[config.mk]
export PLATFORM = sky130hd
export DESIGN_NAME = power_q10
export DESIGN_NICKNAME = d
export VERILOG_FILES = /design/src/rtl/power_q10.sv
export SDC_FILE = /design/constraint.sdc
export NUM_CORES = 1
export LEC_CHECK = 0
export CAP_MARGIN = 0
export CELL_PAD_IN_SITES_DETAIL_PLACEMENT = 0
export CELL_PAD_IN_SITES_GLOBAL_PLACEMENT = 1
export CORE_MARGIN = 3
export CORE_UTILIZATION = 25
export DETAILED_ROUTE_END_ITERATION = 10
export MAX_ROUTING_LAYER = met4
export PLACE_DENSITY = 0.47
export RECOVER_POWER = 50
export SKIP_CTS_REPAIR_TIMING = 1
export SYNTH_ARGS = -nofsm -noshare
export SYNTH_HDL_FRONTEND = slang
export SYNTH_SLANG_ARGS = --single-unit
[constraint.sdc]
create_clock -name clk -period 6.8 [get_ports clk]
set_input_delay 1.36 -clock clk [delete_from_list [all_inputs] [get_ports clk]]
set_output_delay 1.36 -clock clk [all_outputs]
set_load 0.01 [all_outputs]
[src/rtl/power_q10.sv]
// power_q10: sequential unsigned Q10.10 power unit, out = x^n, n in 0..7.
// One truncating 20x20 multiply per cycle, sticky saturation on overflow.
module power_q10 #(
  parameter int FRAC_BITS = 10,
  parameter int DATA_W    = 20
) (
  input  logic              clk,
  input  logic              rst_n,
  input  logic              in_valid,
  input  logic [DATA_W-1:0] in_data_1,
  input  logic [2:0]        in_data_2,
  output logic              out_valid,
  output logic [DATA_W-1:0] out_data,
  output logic              out_ovf
);

  localparam int PW = 2 * DATA_W;
  localparam int QW = PW - FRAC_BITS;
  localparam logic [DATA_W-1:0] ONE = DATA_W'(1 << FRAC_BITS);
  localparam logic [DATA_W-1:0] SAT = '1;

  typedef enum logic {IDLE, MUL} state_t;

  state_t            state_q, state_d;
  logic [DATA_W-1:0] base_q, base_d;
  logic [DATA_W-1:0] acc_q, acc_d;
  logic [2:0]        cnt_q, cnt_d;
  logic              ovf_q, ovf_d;
  logic              ov_q, ov_d;
  logic [DATA_W-1:0] od_q, od_d;
  logic              oo_q, oo_d;

  logic [PW-1:0]     prod;
  logic [QW-1:0]     q;
  logic              sat;
  logic [DATA_W-1:0] step;

  // Product is truncated toward zero back to Q10.10; anything above
  // the integer field, or an earlier overflow, pins the result.
  assign prod = {{DATA_W{1'b0}}, acc_q} * {{DATA_W{1'b0}}, base_q};
  assign q    = QW'(prod >> FRAC_BITS);
  assign sat  = ovf_q | (|q[QW-1:DATA_W]);
  assign step = sat ? SAT : q[DATA_W-1:0];

  always_comb begin
    state_d = state_q;
    base_d  = base_q;
    acc_d   = acc_q;
    cnt_d   = cnt_q;
    ovf_d   = ovf_q;
    ov_d    = 1'b0;
    od_d    = od_q;
    oo_d    = oo_q;
    unique case (state_q)
      IDLE: begin
        if (in_valid) begin
          base_d = in_data_1;
          acc_d  = ONE;
          cnt_d  = in_data_2;
          ovf_d  = 1'b0;
          if (in_data_2 == 3'd0) begin
            ov_d = 1'b1;
            od_d = ONE;
            oo_d = 1'b0;
          end else begin
            state_d = MUL;
          end
        end
      end
      MUL: begin
        acc_d = step;
        ovf_d = sat;
        cnt_d = cnt_q - 3'd1;
        if (cnt_q == 3'd1) begin
          ov_d    = 1'b1;
          od_d    = step;
          oo_d    = sat;
          state_d = IDLE;
        end
      end
      default: state_d = IDLE;
    endcase
  end

  always_ff @(posedge clk) begin
    if (!rst_n) begin
      state_q <= IDLE;
      base_q  <= '0;
      acc_q   <= '0;
      cnt_q   <= '0;
      ovf_q   <= 1'b0;
      ov_q    <= 1'b0;
      od_q    <= '0;
      oo_q    <= 1'b0;
    end else begin
      state_q <= state_d;
      base_q  <= base_d;
      acc_q   <= acc_d;
      cnt_q   <= cnt_d;
      ovf_q   <= ovf_d;
      ov_q    <= ov_d;
      od_q    <= od_d;
      oo_q    <= oo_d;
    end
  end

  assign out_valid = ov_q;
  assign out_data  = od_q;
  assign out_ovf   = oo_q;

endmodule
==> impl_metrics.json <==
{
  "finalWeightedCongestion": 0.826,
  "cpLargestDelayFamily": "adder cells",
  "drtIter0Drc": 432,
  "worst-setup-path-type": "register to register",
  "synth.area.top_cells": "fa_1 (39%), ha_1 (11%), and2_1 (9.6%)",
  "yosysWarnings": 0,
  "post_synth.cell_area_avg_um2": 8.78,
  "grt_util_all_layers_pct": 16.2,
  "worst_pin_slew_ns": 0.978,
  "synthArstFlopShare_pct": 0,
  "netlist_area_um2": 16500,
  "fp.dieW_um": 263,
  "p_leak_nw": 10.4,
  "placed_cell_area_um2": 19800,
  "grt_pass1_vias": 14100,
  "cp-end-kind": "register",
  "areaGrowthSynthToFinish_pct": 27.7,
  "r2r_slack_ns": -0.36,
  "hpwl_um": 45700,
  "cts_root_buf": "clkbuf_16",
  "rr_worst_depth": 26,
  "fin_nets": 2591,
  "worstReg2RegEnd": "acc_q[18]$_SDFFE_PN0P_",
  "slew_viol_final": 0,
  "dpl.cell_count": 2913,
  "io_pins": 48,
  "relSlewSlack_pct": 34.6,
  "final_antenna_net_count": 0,
  "fmax_mhz": 140,
  "nFillCells": 6920,
  "synthTopCellsByCount": "inv_1 (360), fa_1 (319), and2_1 (254)",
  "slowest_stage": "fa_1",
  "final.setup.tns_ns": -13.57,
  "wirelength_um": 54600,
  "post-place-ws_ns": -0.775,
  "r2r_start": "base_q[3]$_SDFFE_PN0P_",
  "initial_utilization_pct": 25.4,
  "gr-total-overflow": 0,
  "yosysTopAreaCellShare_pct": 38.7,
  "finalCritPeriodShare_pct": 105,
  "grt_pass1_wl_um": 85200,
  "wl_per_cell_um": 18.5,
  "cp_max_fo": 7,
  "htree_levels": 3,
  "final_util_pct": 32.5,
  "numCtsBuffers": 9,
  "hold_class": "register to register",
  "ys_dominant_reg_cell": "dfxtp_1",
  "clock_latency_ns": 0.35,
  "violations": "negative setup slack",
  "dr.pass1.iters": 4,
  "cts_num_sinks": 67,
  "fin_cells": 2957,
  "outcome": "complete, but fails checks",
  "rsz0062_at_grt": "true",
  "ys_seq_area_share_pct": 8.13,
  "crit_path_start": "base_q[3]$_SDFFE_PN0P_",
  "peakVddDrop_uv": 161,
  "post-route-worst-setup-slack_ns": -0.364,
  "maxCapViolCount": 0,
  "synth_top_cell_by_area": "fa_1",
  "antenna_found_initial": 1,
  "finalSetupViolations": 42,
  "cp_common_cell": "fa_1",
  "ys_seq_elements": 67,
  "required_ns": 7.01,
  "worst-path-buf-inv": 9,
  "cpPeakStageDelay_ns": 0.60,
  "cp.arrival_ns": 7.37,
  "ys_types": 71,
  "fin_area_um2": 21100,
  "fin_skew_ns": 0.0123,
  "dr_total_vias": 13100,
  "drive_gt1_share_pct": 21.8,
  "power_density_nw_per_um2": 139,
  "numPortBuffers": 47,
  "fp.dieArea_um2": 69100,
  "cts_buffer_depth": 2,
  "crit_end": "acc_q[18]$_SDFFE_PN0P_",
  "hold_viol": 0,
  "syn_inst": 1880,
  "cts.clk_slew.worst_paths_ns": 0.07,
  "avgViaCountPerCell": 4.44,
  "period_minus_slack_ns": 7.16,
  "synth_edf_count": 0,
  "drc": 0,
  "cp-start-kind": "register",
  "placementRows": 93,
  "syn-num-nets": 2375,
  "path_depth": 26,
  "yosysMostFrequentCell": "inv_1",
  "grt_max_degree": 53,
  "die-height_um": 263,
  "core_area_um2": 64900,
  "cts_tree": "built"
}
==> through the flow <==
step | hold WS, ns | total power, mW
after floorplan | 0.447 | 1.31
after global placement | 0.488 | 2.11
after detailed placement | 0.490 | 2.11
after CTS | 0.500 | 2.70
after global routing | 0.503 | 3.14
final | 0.480 | 2.93
==> area by class of cell <==
class	instances	area (um2)	area share (%)
clock inverters	6	96.3	0.457
well taps	855	1070	5.08
clock buffers	10	239	1.13
diodes	1	2.50	0.0119
repair buffers	327	3130	14.8
inverters	361	1360	6.43
multi-input cells	1330	13800	65.4
flip-flops and latches	67	1400	6.64
==> cells by family (layout without fill, tap and decap cells) <==
| kind of cell | Yosys count | after routing | share of synthesized area, % |
|---|---|---|---|
| XOR/XNOR | 27 | 27 | 1.55 |
| adder cells (fa/ha/maj) | 469 | 469 | 50.1 |
| buffers and inverters | 483 | 704 | 11.3 |
| AO/OA/AOI/OAI | 235 | 235 | 9.79 |
| flip-flops | 67 | 67 | 8.13 |
| other | 0 | 1 | 0 |
| AND/OR/NAND/NOR | 597 | 597 | 19.0 |
| multiplexers | 2 | 2 | 0.159 |
==> worst min-delay path: cells and delay by family (launching register included) <==
kind	cells	cell delay (ns)
DFF	1	0.33
AOI/OAI and AO/OA	1	0.05
and+or+nand+nor	1	0.05
==> worst min-delay path by stage <==
stage,start,endpoint,cells after the start
global route,base_q[12]$_SDFFE_PN0P_,base_q[12]$_SDFFE_PN0P_,2
CTS,base_q[10]$_SDFFE_PN0P_,base_q[10]$_SDFFE_PN0P_,2
floorplan,base_q[10]$_SDFFE_PN0P_,base_q[10]$_SDFFE_PN0P_,2
global placement,base_q[10]$_SDFFE_PN0P_,base_q[10]$_SDFFE_PN0P_,2
detailed placement,base_q[10]$_SDFFE_PN0P_,base_q[10]$_SDFFE_PN0P_,2
finish,base_q[10]$_SDFFE_PN0P_,base_q[10]$_SDFFE_PN0P_,2
==> placed cells by master, fill, tap and decap left out, drive strengths merged, types with 3 or more instances in the layout <==
master and instances:
nor2 30, xnor2 20, and2 254, nor2b 6, nand4 12, inv 362
a311oi 7, a21o 16, clkbuf 14, nand2 217, o211ai 10, a221oi 4
a41oi 5, fa 319, or4 5, and3 13, nand2b 4, o21ai 43
nor3 16, nor3b 14, o221ai 3, clkdlybuf4s50 25, a21oi 92, dfxtp 67
o2111ai 3, nand3 10, dlygate4sd3 22, or3 8, a31oi 10, ha 150
buf 276, o21a 4, a211oi 14, o21bai 4, or2 3, xor2 7
==> power by group <==
group | total [mW] | leakage [nW] | switching, mW | internal, mW
sequential | 0.468 | 0.563 | 0.0410 | 0.427
combinational | 1.89 | 9.67 | 1.02 | 0.866
clock | 0.572 | 0.161 | 0.235 | 0.337
==> layer usage <==
layer	global-route usage, %	vias to the layer above	wire, um
li1	-	6233	-
met4	2.47	0	703
met1	22.7	6708	26500
met5	-	-	0
met3	1.17	33	1360
met2	26.1	150	26100
==> registers in the layout, summed over array words and instances, names as in the netlist <==
name,flops
acc_q,20
base_q,20
out_data,20
cnt_q,3
out_ovf,1
out_valid,1
ovf_q,1
state_q,1
No activity file was read; power rests on OpenSTA's default activity.
